===== config.mk =====
export PLATFORM = sky130hd
export DESIGN_NAME = display_driver_scan_controller
export DESIGN_NICKNAME = d
export VERILOG_FILES = /design/src/rtl/display_driver_pkg.sv /design/src/rtl/display_driver_bcm_timer.sv /design/src/rtl/display_driver_scan_controller.sv
export SDC_FILE = /design/constraint.sdc
export NUM_CORES = 1
export LEC_CHECK = 0
export ABC_CLOCK_PERIOD_IN_PS = 2500
export CAP_MARGIN = 5
export CORE_MARGIN = 8
export CORE_UTILIZATION = 50
export DETAILED_ROUTE_END_ITERATION = 6
export MAX_ROUTING_LAYER = met4
export PLACE_DENSITY = 0.73
export SLEW_MARGIN = 40
export SYNTH_ARGS = -nofsm -noshare
export SYNTH_HDL_FRONTEND = slang
export SYNTH_SLANG_ARGS = --single-unit

===== constraint.sdc =====
create_clock -name clk -period 2.5 [get_ports clk]
set_input_delay 0.375 -clock clk [delete_from_list [all_inputs] [get_ports clk]]
set_output_delay 0.375 -clock clk [all_outputs]
set_load 0.01 [all_outputs]

===== src/rtl/display_driver_pkg.sv =====
// Shared definitions for the BCM display scan controller: FSM encoding,
// bit-plane weighting and timer sizing.
package display_driver_pkg;

    typedef enum logic [2:0] {
        StIdle,
        StLoad,
        StWait,
        StBlank,
        StLatch,
        StShow
    } state_t;

    // On-period in cycles of bit-plane p.
    function automatic int unsigned plane_weight(input int unsigned base_time,
                                                 input int unsigned p);
        return base_time << p;
    endfunction

    // Wide enough to hold base_time << (bit_depth - 1).
    function automatic int unsigned timer_width(input int unsigned base_time,
                                                input int unsigned bit_depth);
        return $clog2(base_time) + bit_depth;
    endfunction

endpackage


===== src/rtl/display_driver_bcm_timer.sv =====
// Loadable down-counter that times one bit-plane on-period and owns the
// panel blanking output: unblanked from load until the count reaches zero.
module display_driver_bcm_timer #(
    parameter int unsigned width = 8
) (
    input  logic             clk,
    input  logic             rst,
    input  logic             start,
    input  logic [width-1:0] value,
    output logic             zero,
    output logic             blank
);

    logic [width-1:0] count;

    // Load on start, otherwise count down to zero and re-blank on the final edge.
    always_ff @(posedge clk or posedge rst) begin
        if (rst) begin
            count <= '0;
            blank <= 1'b1;
        end else if (start) begin
            count <= value;
            blank <= (value == '0);
        end else if (count != '0) begin
            count <= count - 1'b1;
            if (count == width'(1)) begin
                blank <= 1'b1;
            end
        end
    end

    // Zero flag lets the scan FSM wait for the current on-period to expire.
    always_comb begin
        zero = (count == '0);
    end

endmodule


===== src/rtl/display_driver_scan_controller.sv =====
// Multiplexed LED panel scan controller with binary-code modulation.
// Loads the next row/plane while the current one is displayed, then
// blanks, latches and shows it for base_time << plane cycles.
module display_driver_scan_controller
    import display_driver_pkg::*;
#(
    parameter int unsigned rows      = 16,
    parameter int unsigned bit_depth = 4,
    parameter int unsigned base_time = 64
) (
    input  logic                                              clk,
    input  logic                                              rst,
    input  logic                                              enable,
    output logic                                              load,
    input  logic                                              complete,
    output logic                                              latch,
    output logic                                              blank,
    output logic [$clog2(rows)-1:0]                           row,
    output logic [$clog2(rows)-1:0]                           load_row,
    output logic [((bit_depth > 1) ? $clog2(bit_depth) : 1)-1:0] load_plane,
    output logic                                              frame
);

    localparam int unsigned row_w   = $clog2(rows);
    localparam int unsigned plane_w = (bit_depth > 1) ? $clog2(bit_depth) : 1;
    localparam int unsigned timer_w = timer_width(base_time, bit_depth);

    localparam logic [row_w-1:0]   last_row   = row_w'(rows - 1);
    localparam logic [plane_w-1:0] last_plane = plane_w'(bit_depth - 1);

    state_t               state;
    logic                 timer_start;
    logic                 timer_zero;
    logic [timer_w-1:0]   timer_value;

    // The timer is loaded while in SHOW, using the plane that was just latched.
    always_comb begin
        timer_start = (state == StShow);
        timer_value = timer_w'(plane_weight(base_time, 32'(load_plane)));
    end

    display_driver_bcm_timer #(
        .width (timer_w)
    ) u_timer (
        .clk   (clk),
        .rst   (rst),
        .start (timer_start),
        .value (timer_value),
        .zero  (timer_zero),
        .blank (blank)
    );

    // Scan FSM, row/plane counters and loader handshake with registered outputs.
    always_ff @(posedge clk or posedge rst) begin
        if (rst) begin
            state      <= StIdle;
            load       <= 1'b0;
            latch      <= 1'b0;
            row        <= '0;
            load_row   <= '0;
            load_plane <= '0;
            frame      <= 1'b0;
        end else begin
            latch <= 1'b0;
            frame <= 1'b0;
            case (state)
                StIdle: begin
                    if (enable) begin
                        state <= StLoad;
                        load  <= 1'b1;
                    end
                end
                StLoad: begin
                    if (complete) begin
                        state <= StWait;
                        load  <= 1'b0;
                    end
                end
                StWait: begin
                    // Row address changes only once the panel is blanked again.
                    if (timer_zero) begin
                        state <= StBlank;
                        row   <= load_row;
                    end
                end
                StBlank: begin
                    state <= StLatch;
                    latch <= 1'b1;
                end
                StLatch: begin
                    state <= StShow;
                    // Frame pulse lines up with the SHOW of the last row and plane.
                    frame <= (load_row == last_row) && (load_plane == last_plane);
                end
                StShow: begin
                    if (load_plane == last_plane) begin
                        load_plane <= '0;
                        load_row   <= (load_row == last_row) ? '0 : load_row + 1'b1;
                    end else begin
                        load_plane <= load_plane + 1'b1;
                    end
                    if (enable) begin
                        state <= StLoad;
                        load  <= 1'b1;
                    end else begin
                        state <= StIdle;
                    end
                end
                default: state <= StIdle;
            endcase
        end
    end

endmodule


==> summary.md, run 1 <==
| Metric | Value |
|---|---|
| Pwr dens | just over 1000 nW/um^2 |
| Global-route wire length before repair | 4820 um |
| CTS buffer count | 3 |
| Die area | roughly 4800 sq um |
| H-tree depth reported by CTS | 1 |
| First-pass DRT Iterations | 4 |
| WS Path Type | flip-flop to flip-flop |
| Ports | 18 |
| Diodes inserted | 0 |
| Period utilisation layout | 94.2% |
| Number of antenna violations at the first check in global routing | 0 |
| Max cap viols | 0 |
| Cell row count | 19 |
| Die Wd | roughly 69 um |
| Count of input and output buffers | 17 |
| Worst setup EP type | flip-flop |
| Unique masters post-synth | 44 |
| Final Cell Area | 1630 sq um |
| Most frequent cells in the layout | dfrtp_1 (26), clkdlybuf4s50_1 (17), nand2_1 (9) |
| FF-to-FF setup slack | 0.15 ns |
| 1st-iter DRT viols | 53 |
| Core Box Area | 2710 sq um |
| Synth Area in Compound Gates | 12.5% |
| Net count, final | 166 |
| Critical path's largest stage delay | 0.50 ns |
| CTS root buffer | clkbuf_4 |
| Number of gates resized after CTS | 0 |
| Clock Sinks | 27 |
| GRT overflow | 0 |
| Post-Synth Simple-Gate Area | 21.5% |
| Final Core Density | 60.0% |
| Antenna-violating nets left | 0 |
| Slew Viols, Final | 0 |
| Mux contribution to synthesized area | 4.71% |
| Commonest non-fill, non-tap cell in the layout | dfrtp_1 |
| DRC Markers | 0 |
| TritonCTS clock tree | yes |
| Met1 global-route usage | 14.4% |
| Met3 usage | 2.58% |
| Layout area overhead | 15.5% |
| Worst Tran Pin Value | around 0.63 ns |
| CP startpoint kind | flip-flop |
| Grt met2 use | 19.2% |
| Post-CTS setup repair buffer count | 0 |
| Hold buffers post-CTS | 0 |
| Highest Clock Rate | 0.425 GHz |
| RSZ-0062 raised after global routing | false |
| Total track usage | 12.1% |
| Synth Register Bits | 27 |
| Worst VDD drop | 0.000681 V |
| Via count | ~1100 |
| Worst Path Required | 2.71 ns |
| Highest net fanout along the worst path | 5 |
| Share of cells above drive strength 1 | 11.0% |
| Pleak | 0.696 nW |
| Synth area leader | dfrtp_1 |
| Worst Hold Class | input pin to asynchronous set/reset pin |
| Syn Area/Cell | 10.4 sq um |
| Post-Syn Nets | 146 |
| Final Hold Viols | 0 |
| Clock transition at path regs | 0.14 ns |
| Outcome | finished clean |
| Drt total wl | 2780 um |
| Largest net degree at the start of global routing | 20 |
| Initial Util | 51.9% |
| Worst hold slack | 0.352 ns |
| Mapped Area | 1410 sq um |
| Mapped Cells | 135 |
| XOR/XNOR Fraction of Synth Area | 2.49% |
| Critical-path cell list | inv_1 -> ha_1 -> or4b_4 -> or3_4 -> nor3_4 -> mux2_2 |
| Critical Path AT | between 2 and 3 ns |
| Filler Cell Count | 242 |
| Largest cells by area after synthesis | dfrtp_1 (46%), ha_1 (6.2%), mux2_2 (4.0%) |
| Seq/Total Area, Yosys | 48.1% |
| WL per Instance | 15.0 um |
| Dpl cell area | 1600 sq um |
| # setup viols final | 0 |
| Post-route minimum period | 2.35 ns |
| Most Crowded Layer GR | met2 |
| Die height | 69.1 um |
| Final Skew | 0.00641 ns |
| RePlAce Congestion | 0.848 |
| Largest family of logic cells by synthesized area | simple AND/OR/NAND/NOR gates |
| Ys Warns | 0 |
| Setup TNS Final | 0 ns |
| CP max stage cell | or4b_4 |
| Rel. slew slack | ~58% |
| Detailed placement HPWL | ~2000 um |
| Post-synthesis adder-cell area fraction | 6.22% |
| Worst skew pair latency | 0.32 ns |
| Vias per cell | 5.69 |
| Vias in the first global route | ~1100 |
| Clk buf depth | 2 |
| Synth top area share | a little under half |
==> Yosys cell counts <==
| cell type | count |
|---|---|
| or3_1 | 2 |
| clkbuf_8 | 1 |
| or4b_4 | 1 |
| inv_1 | 8 |
| o22ai_1 | 1 |
| nand3_1 | 8 |
| a211oi_1 | 1 |
| a21oi_1 | 7 |
| nor2_1 | 8 |
| nor3_4 | 1 |
| or4_4 | 1 |
| or4b_2 | 1 |
| dfstp_2 | 1 |
| xnor2_1 | 2 |
| nand4_1 | 2 |
| nand2_1 | 9 |
| nor2b_1 | 1 |
| a41oi_1 | 1 |
| nand3b_1 | 2 |
| o21ai_0 | 7 |
| and3_1 | 1 |
| and3b_1 | 1 |
| o21bai_1 | 2 |
| or3_4 | 1 |
| o31ai_1 | 2 |
| nor4_1 | 2 |
| a311oi_1 | 1 |
| clkbuf_1 | 2 |
| nor3b_1 | 1 |
| buf_6 | 1 |
| o31a_1 | 1 |
| a31oi_1 | 2 |
| mux2_2 | 5 |
| a21o_1 | 1 |
| or2b_2 | 1 |
| nor3_1 | 4 |
| dfrtp_1 | 26 |
| xor2_1 | 2 |
| o41ai_1 | 1 |
| ha_1 | 7 |
| o21a_1 | 1 |
| nand2b_1 | 3 |
| or4_1 | 1 |
| mux2i_1 | 1 |
==> critical path: cells and delay by family, from the launching register on <==
family	cells	cell delay [ns]
AND/OR/NAND/NOR	3	1.17
buffers and inverters	1	0.11
adder cells (fa/ha/maj)	1	0.17
flip-flops	1	0.43
multiplexers	1	0.37
==> final cells by class <==
type	count	area, sq um	area share, %
clock buffers	4	26.3	1.62
inverters	8	30.0	1.85
flip-flops and latches	27	677	41.6
well taps	31	38.8	2.39
repair buffers	19	185	11.4
multi-input cells	96	668	41.1
==> final timing paths <==
kind | startpoint | endpoint | depth (start not counted)
worst min-delay path | rst | u_timer.count[1]$_DFFE_PP0P_ | 2
min in group clk | row[2]$_DFFE_PP0P_ | row[2]$_DFFE_PP0P_ | 1
worst max register to register | u_timer.count[0]$_DFFE_PP0P_ | row[1]$_DFFE_PP0P_ | 6
worst min register to register | row[2]$_DFFE_PP0P_ | row[2]$_DFFE_PP0P_ | 1
worst max-delay path | u_timer.count[0]$_DFFE_PP0P_ | row[1]$_DFFE_PP0P_ | 6
max in group asynchronous | rst | u_timer.blank$_DFFE_PP1P_ | 3
==> flip-flops by register name, indices dropped and copies added (netlist names) <==
signal / cells
u_timer.count: 10
load_row: 4
row: 4
state: 3
load_plane: 2
frame: 1
latch: 1
load: 1
u_timer.blank: 1
==> stage by stage <==
| stage | std cells | setup slack (ns) | power (mW) |
|---|---|---|---|
| floorplan | 135 | 0.210 | 1.26 |
| detailed placement | 181 | 0.177 | 1.46 |
| CTS | 185 | 0.140 | 1.66 |
| global placement | 181 | 0.245 | 1.43 |
| finish | 185 | 0.145 | 1.64 |
| global route | 185 | 0.0180 | 1.78 |
==> where the power goes <==
part	leakage, nW	internal, mW	switching, mW
registers	0.348	0.589	0.192
clock network	0.0150	0.0624	0.121
logic	0.332	0.334	0.343
total	0.696	0.986	0.657
==> cell families after synthesis <==
logic type / count (synthesis)
fa+ha+maj: 7
mux: 6
simple gates: 51
flops: 27
buf+inv: 12
xor+xnor: 4
compound gates: 28
==> layer usage <==
layer,vias up,part of all wire [%]
met2,26,49
met3,4,3.5
li1,537,-
met5,-,0
met4,0,1.3
met1,485,46
Note: power is estimated with default switching activity, not from simulation.
==> run 2, diff against run 1 <==
--- a/config.mk
+++ b/config.mk
@@ -5,7 +5,7 @@
 export SDC_FILE = /design/constraint.sdc
 export NUM_CORES = 1
 export LEC_CHECK = 0
-export ABC_CLOCK_PERIOD_IN_PS = 2500
+export ABC_CLOCK_PERIOD_IN_PS = 2900
 export CAP_MARGIN = 5
 export CORE_MARGIN = 8
 export CORE_UTILIZATION = 50
==> constraint.sdc (replaced) <==
create_clock -name clk -period 2.9 [get_ports clk]
set_input_delay 0.435 -clock clk [delete_from_list [all_inputs] [get_ports clk]]
set_output_delay 0.435 -clock clk [all_outputs]
set_load 0.01 [all_outputs]
==> run 2 against run 1 <==
  * Total power is 14% lower
  * Sequential power is 14% lower
  * Clock power is 8% lower
  * Count of clock-buffer cells in the layout is 1 lower
  * Via count is 0.86% lower
  * Highest routed layer unchanged
==> summary.md, run 2 (same netlist as run 1, synthesis figures left out) <==
| Metric | Value |
|---|---|
| Worst skew pair latency | 0.33 ns |
| Commonest non-fill, non-tap cell in the layout | dfrtp_1 |
| Via count | 1043 |
| RePlAce Congestion | 0.848 |
| WS Path Type | flip-flop to flip-flop |
| Clock transition at path regs | 0.16 ns |
| Die height | between 60 and 70 um |
| Drt total wl | ~2700 um |
| Filler Cell Count | 246 |
| Pleak | between 0.6 and 0.7 nW |
| Worst VDD drop | 0.000521 V |
| CP startpoint kind | flip-flop |
| Worst setup margin | 0.384 ns |
| Hold buffers post-CTS | 0 |
| Number of gates resized after CTS | 0 |
| Final Hold Viols | 0 |
| Final Cell Area | 1620 sq um |
| Setup TNS Final | 0 ns |
| Worst setup EP type | flip-flop |
| Most frequent cells in the layout | dfrtp_1 (26), clkdlybuf4s50_1 (17), nand2_1 (9) |
| Vias per cell | 5.67 |
| Worst Hold Class | input pin to asynchronous set/reset pin |
| Largest regs | u_timer.count: 10 flops, load_row: 4 flops, row: 4 flops |
| WL per Instance | 14.6 um |
| FF-to-FF setup slack | 0.38 ns |
| Net count, final | 165 |
| Antenna-violating nets left | 0 |
| Core Box Area | 2710 sq um |
| Detailed placement HPWL | 1990 um |
| TritonCTS clock tree | yes |
| Diodes inserted | 0 |
| Rel. slew slack | 57.7% |
| Worst r2r dst | row[1]$_DFFE_PP0P_ |
| CTS root buffer | clkbuf_4 |
| RSZ-0062 raised after global routing | false |
| Count of input and output buffers | 17 |
| Period utilisation layout | 86.7% |
| Vias in the first global route | a little over 1000 |
| Final Core Density | between 50% and 60% |
| Cell row count | 19 |
| Critical Path AT | around 2.8 ns |
| R2R depth | 6 |
| First-pass DRT Iterations | 4 |
| Pwr dens | 871 nW/um^2 |
| Highest net fanout along the worst path | 9 |
| Largest net degree at the start of global routing | 28 |
| # setup viols final | 0 |
| H-tree depth reported by CTS | 1 |
| Layout area overhead | 15.2% |
| Share of cells above drive strength 1 | 11.1% |
| Post-Place Worst Slack | 0.398 ns |
| Dpl cell area | 1590 sq um |
| Total track usage | 11.6% |
| GRT overflow | 0 |
| Initial Util | 51.9% |
| Post-route minimum period | 2.52 ns |
| Final Skew | 0.0107 ns |
| Post-CTS setup repair buffer count | 0 |
| Die area | 4770 sq um |
| Top reg by flops | u_timer.count |
| Worst Tran Pin Value | 0.634 ns |
| Ports | 18 |
| Clock Sinks | 27 |
| Outcome | finished clean |
| Worst R2R Start | u_timer.count[0]$_DFFE_PP0P_ |
| 1st-iter DRT viols | 32 |
| Clk buf depth | 2 |
| Slew Viols, Final | 0 |
| CTS buffer count | 3 |
| DRC Markers | 0 |
| Global-route wire length before repair | 4660 um |
| Die Wd | ~70 um |
| Number of antenna violations at the first check in global routing | 0 |
| Max cap viols | 0 |
| Max reg flops | 10 |
| Highest Clock Rate | 0.398 GHz |
| Worst Path Required | 3.14 ns |
run 2: changes by cell type in the layout (fill, tap and decap cells not counted), sizes merged:
cell,previous run,this run
buf,2,1
clkbuf,4,3
clkinvlp,0,1
run 2: critical path, cell delays in order, from the launching register on:
cell     delay [ns]
dfrtp_1        0.45
inv_1          0.10
ha_1           0.31
or4b_4         0.54
or3_4          0.38
nor3_4         0.27
mux2_2         0.37
run 2: stage by stage:
step                      hold slack, ns  total power [mW]  cells
after detailed placement           0.500              1.25    180
after global placement             0.492              1.23    180
final                              0.447              1.41    184
after CTS                          0.455              1.42    184
after floorplan                    0.487              1.09    135
after global routing               0.477              1.53    184
run 2: worst max path at each step:
stage	endpoint	cells past startpoint	slack (ns)	from
2_1_floorplan	row[0]$_DFFE_PP0P_	7	0.61	u_timer.count[0]$_DFFE_PP0P_
3_3_place_gp	row[3]$_DFFE_PP0P_	6	0.47	u_timer.count[0]$_DFFE_PP0P_
3_5_place_dp	row[1]$_DFFE_PP0P_	6	0.40	u_timer.count[0]$_DFFE_PP0P_
4_1_cts	row[1]$_DFFE_PP0P_	6	0.38	u_timer.count[0]$_DFFE_PP0P_
5_1_grt	row[2]$_DFFE_PP0P_	6	0.23	u_timer.count[0]$_DFFE_PP0P_
6_report	row[1]$_DFFE_PP0P_	6	0.38	u_timer.count[0]$_DFFE_PP0P_
run 2: layer usage:
metal	share of wire (%)	GRT usage (%)	vias to the layer above
met3	2.4	2.29	2
met2	47	17.9	15
met5	0	-	-
li1	-	-	530
met4	0.71	4.56	0
met1	50	14.4	496
run 2: power breakdown:
part | internal (mW) | switching, mW | leakage [nW]
sequential | 0.508 | 0.168 | 0.348
combinational | 0.281 | 0.286 | 0.327
clock | 0.0527 | 0.117 | 0.0139
run 2: layout make-up:
| type | instances | area, sq um | area share [%] |
|---|---|---|---|
| inverters | 8 | 30.0 | 1.85 |
| well taps | 31 | 38.8 | 2.39 |
| clock buffers | 3 | 22.5 | 1.39 |
| flip-flops and latches | 27 | 677 | 41.7 |
| repair buffers | 18 | 178 | 11.0 |
| multi-input cells | 96 | 668 | 41.2 |
| clock inverters | 1 | 7.51 | 0.463 |
